--- config.mk ---
export PLATFORM = sky130hd
export DESIGN_NAME = prng_share_ctrl
export DESIGN_NICKNAME = d
export VERILOG_FILES = /design/src/rtl/prng_pkg.sv /design/src/rtl/rr_arbiter.sv /design/src/rtl/prng_share_ctrl.sv
export SDC_FILE = /design/constraint.sdc
export NUM_CORES = 1
export LEC_CHECK = 0
export CORE_ASPECT_RATIO = 1.75
export CORE_MARGIN = 4
export CORE_UTILIZATION = 44
export CTS_CLUSTER_DIAMETER = 60
export DETAILED_ROUTE_END_ITERATION = 8
export PLACE_DENSITY_LB_ADDON = 0.12
export RECOVER_POWER = 25
export SLEW_MARGIN = 5
export SYNTH_ARGS = -nofsm -noshare
export SYNTH_HDL_FRONTEND = slang
export SYNTH_SLANG_ARGS = --single-unit
--- constraint.sdc ---
create_clock -name clock -period 1.3 [get_ports clock]
set_input_delay 0.26 -clock clock [delete_from_list [all_inputs] [get_ports clock]]
set_output_delay 0.26 -clock clock [all_outputs]
set_load 0.005 [all_outputs]
--- src/rtl/prng_pkg.sv ---
// Shared types and helpers for the dither PRNG share controller.
// Holds the controller state encoding, default PRNG width and the round-robin pick.
// Pure declarations; no clocked logic lives here.
package prng_pkg;

  typedef enum logic [2:0] {
    WARMUP = 3'd0,
    READY  = 3'd1,
    STEP   = 3'd2,
    CAPT   = 3'd3,
    ACK    = 3'd4
  } state_e;

  localparam int unsigned DEF_NUM_PRND_BITS = 9;

  // Widest requester vector the pick function handles; narrower callers zero-extend.
  localparam int unsigned MAX_REQ = 8;

  // Index of the first set request at or after ptr, wrapping modulo num_req.
  // Returns ptr when nothing is set; callers qualify the result with |req.
  function automatic logic [2:0] rr_pick(input logic [MAX_REQ-1:0] req_v,
                                         input logic [2:0]         ptr,
                                         input int unsigned        num_req);
    logic [2:0]  idx;
    logic        found;
    int unsigned cand;
    idx   = ptr;
    found = 1'b0;
    for (int unsigned i = 0; i < MAX_REQ; i++) begin
      // ptr < num_req and i < num_req, so one subtraction performs the wrap.
      cand = 32'(ptr) + i;
      if (cand >= num_req) begin
        cand = cand - num_req;
      end
      if (!found && (i < num_req) && req_v[3'(cand)]) begin
        idx   = 3'(cand);
        found = 1'b1;
      end
    end
    return idx;
  endfunction

endpackage

--- src/rtl/rr_arbiter.sv ---
// Round-robin requester pick: first set request at or after the pointer.
// Latency: purely combinational, zero cycles.
// Backpressure: none; the caller decides when the pick is consumed.
module rr_arbiter
  import prng_pkg::*;
#(
  parameter int unsigned NUM_REQ = 4,
  localparam int unsigned IW = $clog2(NUM_REQ)
) (
  input  logic [NUM_REQ-1:0] req_i,
  input  logic [IW-1:0]      ptr_i,
  output logic [IW-1:0]      idx_o,
  output logic               found_o
);

  logic [MAX_REQ-1:0] req_ext;
  logic [2:0]         ptr_ext;

  // Widen request and pointer to the fixed width the shared pick function expects.
  always_comb begin
    req_ext              = '0;
    req_ext[NUM_REQ-1:0] = req_i;
    ptr_ext              = '0;
    ptr_ext[IW-1:0]      = ptr_i;
    idx_o                = IW'(rr_pick(req_ext, ptr_ext, NUM_REQ));
    found_o              = |req_i;
  end

endmodule

--- src/rtl/prng_share_ctrl.sv ---
// Owns the shared dither PRNG enable: warm-up burst, then one PRNG step per round-robin grant.
// Latency: ack (with rsp_data) three cycles after req is sampled in READY; four-cycle service period.
// Backpressure: requesters hold req until their ack bit; worst-case wait NUM_REQ*4 cycles.
module prng_share_ctrl
  import prng_pkg::*;
#(
  parameter int unsigned NUM_REQ       = 4,
  parameter int unsigned NUM_PRND_BITS = DEF_NUM_PRND_BITS,
  parameter int unsigned WARMUP_CYCLES = 32
) (
  input  logic                     clock,
  input  logic                     reset,
  input  logic                     restart,
  input  logic                     free_run,
  input  logic [NUM_REQ-1:0]       req,
  input  logic [NUM_PRND_BITS-1:0] prnd_num,
  output logic                     prng_en,
  output logic [NUM_REQ-1:0]       ack,
  output logic [NUM_PRND_BITS-1:0] rsp_data,
  output logic                     ready
);

  localparam int unsigned IW = $clog2(NUM_REQ);
  localparam int unsigned CW = 8;

  state_e                   state_q, state_d;
  logic [CW-1:0]            cnt_q, cnt_d;
  logic [IW-1:0]            ptr_q, ptr_d;
  logic [IW-1:0]            idx_q, idx_d;
  logic                     prng_en_q, prng_en_d;
  logic [NUM_REQ-1:0]       ack_q, ack_d;
  logic [NUM_PRND_BITS-1:0] rsp_q, rsp_d;

  logic [IW-1:0]            arb_idx;
  logic                     arb_found;

  rr_arbiter #(
    .NUM_REQ (NUM_REQ)
  ) u_arb (
    .req_i   (req),
    .ptr_i   (ptr_q),
    .idx_o   (arb_idx),
    .found_o (arb_found)
  );

  // State, counters and all outputs are registered; reset kills any in-flight ack.
  always_ff @(posedge clock or negedge reset) begin
    if (!reset) begin
      state_q   <= WARMUP;
      cnt_q     <= '0;
      ptr_q     <= '0;
      idx_q     <= '0;
      prng_en_q <= 1'b0;
      ack_q     <= '0;
      rsp_q     <= '0;
    end else begin
      state_q   <= state_d;
      cnt_q     <= cnt_d;
      ptr_q     <= ptr_d;
      idx_q     <= idx_d;
      prng_en_q <= prng_en_d;
      ack_q     <= ack_d;
      rsp_q     <= rsp_d;
    end
  end

  // Next state and next registered outputs; restart overrides every state.
  always_comb begin
    state_d   = state_q;
    cnt_d     = cnt_q;
    ptr_d     = ptr_q;
    idx_d     = idx_q;
    prng_en_d = 1'b0;
    ack_d     = '0;
    rsp_d     = rsp_q;
    if (restart) begin
      // Behaves like a reset release: an aborted grant never acks, the pointer survives.
      state_d = WARMUP;
      cnt_d   = '0;
    end else begin
      case (state_q)
        WARMUP: begin
          if (cnt_q == CW'(WARMUP_CYCLES)) begin
            state_d = READY;
          end else begin
            prng_en_d = 1'b1;
            cnt_d     = cnt_q + CW'(1);
          end
        end
        READY: begin
          if (arb_found) begin
            idx_d     = arb_idx;
            prng_en_d = 1'b1;
            state_d   = STEP;
          end else begin
            prng_en_d = free_run;
          end
        end
        STEP: begin
          // prng_en is high this cycle, so the PRNG holds a fresh value in CAPT.
          state_d = CAPT;
        end
        CAPT: begin
          rsp_d   = prnd_num;
          ack_d   = NUM_REQ'(1) << idx_q;
          ptr_d   = (idx_q == IW'(NUM_REQ - 1)) ? '0 : idx_q + IW'(1);
          state_d = ACK;
        end
        ACK: begin
          // req is not looked at here; a req still high next cycle is a new request.
          state_d = READY;
        end
        default: begin
          state_d = WARMUP;
          cnt_d   = '0;
        end
      endcase
    end
  end

  assign prng_en  = prng_en_q;
  assign ack      = ack_q;
  assign rsp_data = rsp_q;
  assign ready    = (state_q != WARMUP);

endmodule

==> metrics.yaml, run 1 <==
die_w_um: 50.8
syn_area_um2: 1410
synth.avg_cell_area_um2: 11.2
most-common-layout-cells: "27 x dfrtp_1, 27 x buf_4, 15 x dlygate4sd2_1, 14 x clkdlybuf4s50_1, 11 x mux2_4"
holdWs_ns: 0.507
wl_per_cell_um: 14.3
grt_use_total: 0.186
synthDistinctLibCells: 30
status: "complete, but fails checks"
num_vias: 1236
cp.required_ns: 1.50
initial_core_util: 0.454
clk_pin_slew_ns: 0.06
synth-edff-count: 0
power_density_nw_per_um2: 1450
die-area_um2: 4210
grt_max_degree: 30
cp_max_fo: 5
dp_hpwl_mm: 2.44
synth-seq-cells: 29
grt_pass1_wl_mm: 5.75
setup_viol: 23
synth_warnings: 0
r2r_slack_ns: -0.18
io_buffers: 31
startpoint_type: "register"
rows: 27
leakagePower_nw: 1.11
synth.net_count: 149
cts.sinks: 29
yosysSeqAreaShare: 0.515
h-tree-depth: 2
finalCritPeriodShare: 1.14
timing.final.ws_setup_ns: -0.184
layout_min_cycle_time_ns: 1.48
core_um2: 3110
finalClockSkew_ns: 0.00572
dieHeight_um: 82.9
route.detailed.drc: 0
ant_nets: 0
synth_ff_type: "dfrtp_1"
path_class: "register to register"
place_area_um2: 2010
grt.overflow.total: 0
worstMarginPinSlew_ns: 0.718
finalWirelength_mm: 3.45
cp_data_arrival_time_ns: 1.69
cp-end-kind: "register"
antenna_cells: 0
hold_viol_final: 0
fin_area_um2: 2290
timing.fmax_mhz: 674
clockRootBuffer: "clkbuf_8"
vdd_ir_drop_max_mv: 1.16
rsz0062_at_grt: "yes"
drive_gt1_frac: 0.407
ios: 32
hold_path_class: "register to register"
violations: "negative setup slack"
routabilityCongestion: 0.789
async_flop_share: 1.00
nets: 221
synth_cells: 126
slew_violations: 0
fillCellCount: 232
drv_cap: 0
cts_tree: "built"
grt_pass1_vias: 1348
syn2layout_area_growth_pct: 62.1
multiInputGateArea_um2: 796
seq_area_um2: 728
drtIter0Drc: 17
firstDrtPassIters: 2
antenna_found_initial: 0
clockBufferDepth: 2
cts_made_buffers: 5
report.power.total_mw: 3.32
final_util: 0.736
relSlewSlack: 0.521
insertion_delay_ns: 0.29
via_per_inst: 5.11
## per-stage QoR
step | worst slack [ns] | cells | setup TNS (ns)
3_3_place_gp | -0.547 | 223 | -11.60
2_1_floorplan | -0.111 | 126 | -1.13
4_1_cts | -0.154 | 237 | -2.12
6_report | -0.184 | 242 | -2.82
5_1_grt | -0.252 | 242 | -4.27
3_5_place_dp | -0.585 | 223 | -12.14
## kinds of logic (layout without fill, tap and decap cells)
kind of cell / count (synthesis) / count (layout) / share of synthesized area
compound gates: 25 / 25 / 0.109
xor+xnor: 1 / 1 / 0.00621
fa+ha+maj: 6 / 6 / 0.0532
buf+inv: 11 / 83 / 0.0355
flops: 29 / 29 / 0.515
mux: 13 / 13 / 0.102
simple gates: 41 / 42 / 0.179
## worst paths after layout
kind	startpoint	endpoint	cells past startpoint
min in group asynchronous	reset	cnt_q[1]	2
hold / removal	rsp_data[6]	rsp_data[6]	1
setup / recovery	state_q[2]	cnt_q[4]	5
setup reg to reg	state_q[2]	cnt_q[4]	5
hold reg to reg	rsp_data[6]	rsp_data[6]	1
max in group asynchronous	reset	state_q[2]	2
## Yosys cell counts, types with 2 or more instances
master	number	area [µm²]
nor2_1	7	26.3
nand2b_1	5	31.3
ha_1	6	75.1
a21o_1	2	15.0
mux2i_1	2	20.0
o21ai_0	7	35.0
a31oi_1	5	31.3
a21oi_1	7	35.0
inv_1	9	33.8
nor3_1	5	25.0
dfrtp_1	29	726
nand4_1	2	12.5
nor2b_1	2	12.5
mux2_2	11	124
and3_1	7	43.8
nand2_1	6	22.5
## power by group
| group | leakage (nW) | switching [mW] | internal, mW |
|---|---|---|---|
| clock network | 0.0542 | 0.353 | 0.477 |
| logic | 0.684 | 0.478 | 0.700 |
| registers | 0.375 | 0.177 | 1.14 |
## flip-flops by register name, summed over array words and instances, names as in the netlist
name      flops
rsp_data      9
cnt_q         8
ack           4
state_q       3
idx_q         2
ptr_q         2
prng_en       1
## area by class of cell
type,count,area share
clock buffers,7,0.0421
flip-flops and latches,29,0.319
inverters,9,0.0148
clock inverters,1,0.00219
repair buffers,66,0.251
well taps,43,0.0235
multi-input cells,87,0.348
## layer usage
layer / GRT usage / share of wire / vias up / wire length (µm)
met3: 0.0700 / 0.052 / 14 / 179
met5: 0 / 0 / - / 0
met1: 0.167 / 0.35 / 595 / 1190
met4: 0.125 / 0.047 / 0 / 161
met2: 0.327 / 0.56 / 35 / 1920
li1: - / - / 592 / -
## repair_timing
item,CTS,global route
setup endpoints to repair,39,25
cloned,1,0
resized for setup,37,13
pin swaps,12,10
hold buffers,0,0
buffers inserted,5,5
## worst max-delay path, cell delays in order, from the launching register on
cell      delay [ns]
dfrtp_2         0.43
buf_6           0.14
nor4_4          0.26
a21boi_4        0.30
a21oi_1         0.11
a31oi_1         0.17
Power figures use the tool's default switching activity.
==> run 2: changes to the inputs <==
--- a/config.mk
+++ b/config.mk
@@ -5,9 +5,10 @@
 export SDC_FILE = /design/constraint.sdc
 export NUM_CORES = 1
 export LEC_CHECK = 0
+export ABC_AREA = 1
 export CORE_ASPECT_RATIO = 1.75
 export CORE_MARGIN = 4
-export CORE_UTILIZATION = 44
+export CORE_UTILIZATION = 45
 export CTS_CLUSTER_DIAMETER = 60
 export DETAILED_ROUTE_END_ITERATION = 8
 export PLACE_DENSITY_LB_ADDON = 0.12
==> run 2 against run 1 <==
  * The flow still finishes with violations (negative setup slack)
  * Clock power decreased by 12%
  * Synthesized cell count increased by 64%
  * Hold slack got worse by 0.035 ns
  * Core utilization increased by 4.0 points
  * Non-clock buffer count increased by 2
  * Sequential share of layout area decreased by 4.3 points
  * Synthesized area increased by 13%
  * Cell area increased by 15%
  * Die area increased by 9.4%
  * Critical endpoint is now cnt_q[6]
  * Largest power group is now combinational cells
==> metrics.yaml, run 2 <==
syn_area_um2: 1600
routabilityCongestion: 0.841
setup-tns-final_ns: -2.27
dieHeight_um: 86.8
synth-simple-area-share: 0.349
rr_startpoint: "cnt_q[1]"
drive_gt1_frac: 0.441
finalClockSkew_ns: 0.00902
clockRootBuffer: "clkbuf_8"
dpl_worst_slack_ns: -0.358
hold_path_class: "register to register"
cts_tree: "built"
leakagePower_nw: 1.33
grtUsageMet2: 0.347
use_met1: 0.214
finalWirelength_mm: 4.50
holdWs_ns: 0.473
synth_cells: 207
num_vias: 1608
grt.overflow.total: 0
worstMarginPinSlew_ns: 0.724
cp_slowest_cell: "dfrtp_1"
path_common_cell: "buf_4"
h-tree-depth: 2
slowest_delay_ns: 0.42
fin_area_um2: 2640
synth.avg_cell_area_um2: 7.72
cp-end-kind: "register"
syn2layout_area_growth_pct: 65.0
synth-compound-area-share: 0.0728
die-area_um2: 4610
cp_data_arrival_time_ns: 1.65
startpoint_type: "register"
via_per_inst: 4.93
grt_use_total: 0.194
rows: 28
grt_pass1_wl_mm: 6.60
holdBufCountCts: 0
timing.fmax_mhz: 683
synth_top_area_cell: "dfrtp_1"
path_cells: "inv_2 > ha_4 > nand4_1 > buf_4 > nand2_8 > nor3_4 > buf_4 > o21a_1"
largest_reg_flops: 9
wl_per_cell_um: 13.8
dp.cells: 302
vdd_ir_drop_max_mv: 1.23
drtIter0Drc: 15
power_density_nw_per_um2: 2040
slew_violations: 0
dp_hpwl_mm: 2.71
yosysTopAreaCellShare: 0.454
grt_max_degree: 30
initial_core_util: 0.470
relSlewSlack: 0.518
grt_pass1_vias: 1520
cp.required_ns: 1.48
hold_viol_final: 0
antenna_found_initial: 0
async_flop_share: 1.00
synth-edff-count: 0
drv_cap: 0
yosysSeqAreaShare: 0.454
finalCritPeriodShare: 1.13
cts.sinks: 29
core_um2: 3400
worst-path-buf-inv: 3
cts_made_buffers: 5
clk_pin_slew_ns: 0.07
violations: "negative setup slack"
crit_family: "flip-flops"
most-common-layout-cells: "50 x nand2_1, 29 x dfrtp_1, 27 x nand2_2, 27 x buf_4, 15 x clkdlybuf4s50_1"
layout_min_cycle_time_ns: 1.46
timing.final.ws_setup_ns: -0.165
synth.most_common_cell: "nand2_1"
insertion_delay_ns: 0.29
synth_warnings: 0
finalNonFillerCells: 326
synthTopCellsByArea: "dfrtp_1 45%, nand2_1 17%, ha_1 4.7%, inv_1 4.5%, nand3_1 4.1%"
cp_max_fo: 3
synthMuxAreaShare: 0
path_class: "register to register"
synth_top_family_by_area: "simple AND/OR/NAND/NOR gates"
route.detailed.drc: 0
min_from: "cnt_q[7]"
synth_commonest_cells: "71 x nand2_1, 29 x dfrtp_1, 19 x inv_1"
setup_viol: 27
use_met3: 0.0396
grt.busiest_layer: "met2"
nets: 303
firstDrtPassIters: 5
ios: 32
final_common_cell: "nand2_1"
synthXorXnorAreaFrac: 0
rsz0062_at_grt: "yes"
antenna_cells: 0
place_area_um2: 2140
status: "complete, but fails checks"
synthAdderAreaFrac: 0.0470
die_w_um: 53.0
synth.net_count: 230
synth-seq-cells: 29
synth_ff_type: "dfrtp_1"
ant_nets: 0
io_buffers: 31
clockBufferDepth: 2
synthDistinctLibCells: 26
critical_path.startpoint: "cnt_q[1]"
## run 2: cell types whose count changed after synthesis, moves of 6 or more
cell / previous run / this run
nand2_2: 0 / 10
nand2_1: 6 / 71
inv_2: 0 / 6
mux2_2: 11 / 0
nor2_1: 7 / 16
and3_1: 7 / 0
nand3_1: 0 / 13
inv_1: 9 / 19
## run 2: layer usage
layer	vias to the layer above	part of all wire
met2	26	0.58
li1	795	-
met1	774	0.37
met4	0	0.032
met5	-	0
met3	13	0.025
## run 2: final timing paths
| check | end | slack, ns | cells past startpoint |
|---|---|---|---|
| max reg2reg | cnt_q[6] | -0.16 | 8 |
| min | cnt_q[7] | 0.47 | 1 |
| max in group asynchronous | rsp_data[2] | 0.27 | 2 |
| max | cnt_q[6] | -0.16 | 8 |
| min in group asynchronous | state_q[0] | 0.56 | 2 |
| min reg2reg | cnt_q[7] | 0.47 | 1 |
## run 2: final cells by class
class | instances | area (µm²)
Timing Repair inverter | 1 | 8.76
Inverter | 26 | 118
Tap cell | 45 | 56.3
Clock buffer | 5 | 68.8
Timing Repair Buffer | 68 | 629
Fill cell | 226 | 762
Multi-Input combinational cell | 149 | 1010
Sequential cell | 29 | 726
Clock inverter | 3 | 17.5
## run 2: timing repair
| item | CTS | global route |
|---|---|---|
| gates resized for setup | 57 | 52 |
| cloned | 0 | 2 |
| endpoints found under the setup margin | 27 | 25 |
| endpoints found under the hold margin | 0 | 0 |
| buffers inserted | 7 | 8 |
| pin swaps | 13 | 13 |
## run 2: logic make-up after synthesis
kind of cell | count (synthesis)
AND/OR/NAND/NOR | 121
buffers and inverters | 29
flip-flops | 29
AO/OA/AOI/OAI | 22
adder cells (fa/ha/maj) | 6
## run 2: report_power, final
group	switching, mW	total [mW]	internal, mW
clock	0.364	0.732	0.368
sequential	0.225	1.42	1.19
combinational	1.74	3.23	1.50
## run 2: metrics by stage
| step | utilization | power, mW |
|---|---|---|
| after floorplan | - | 2.81 |
| after global placement | 0.630 | 3.84 |
| after detailed placement | 0.630 | 3.85 |
| after CTS | 0.704 | 4.86 |
| after global routing | 0.776 | 5.75 |
| final | 0.776 | 5.38 |
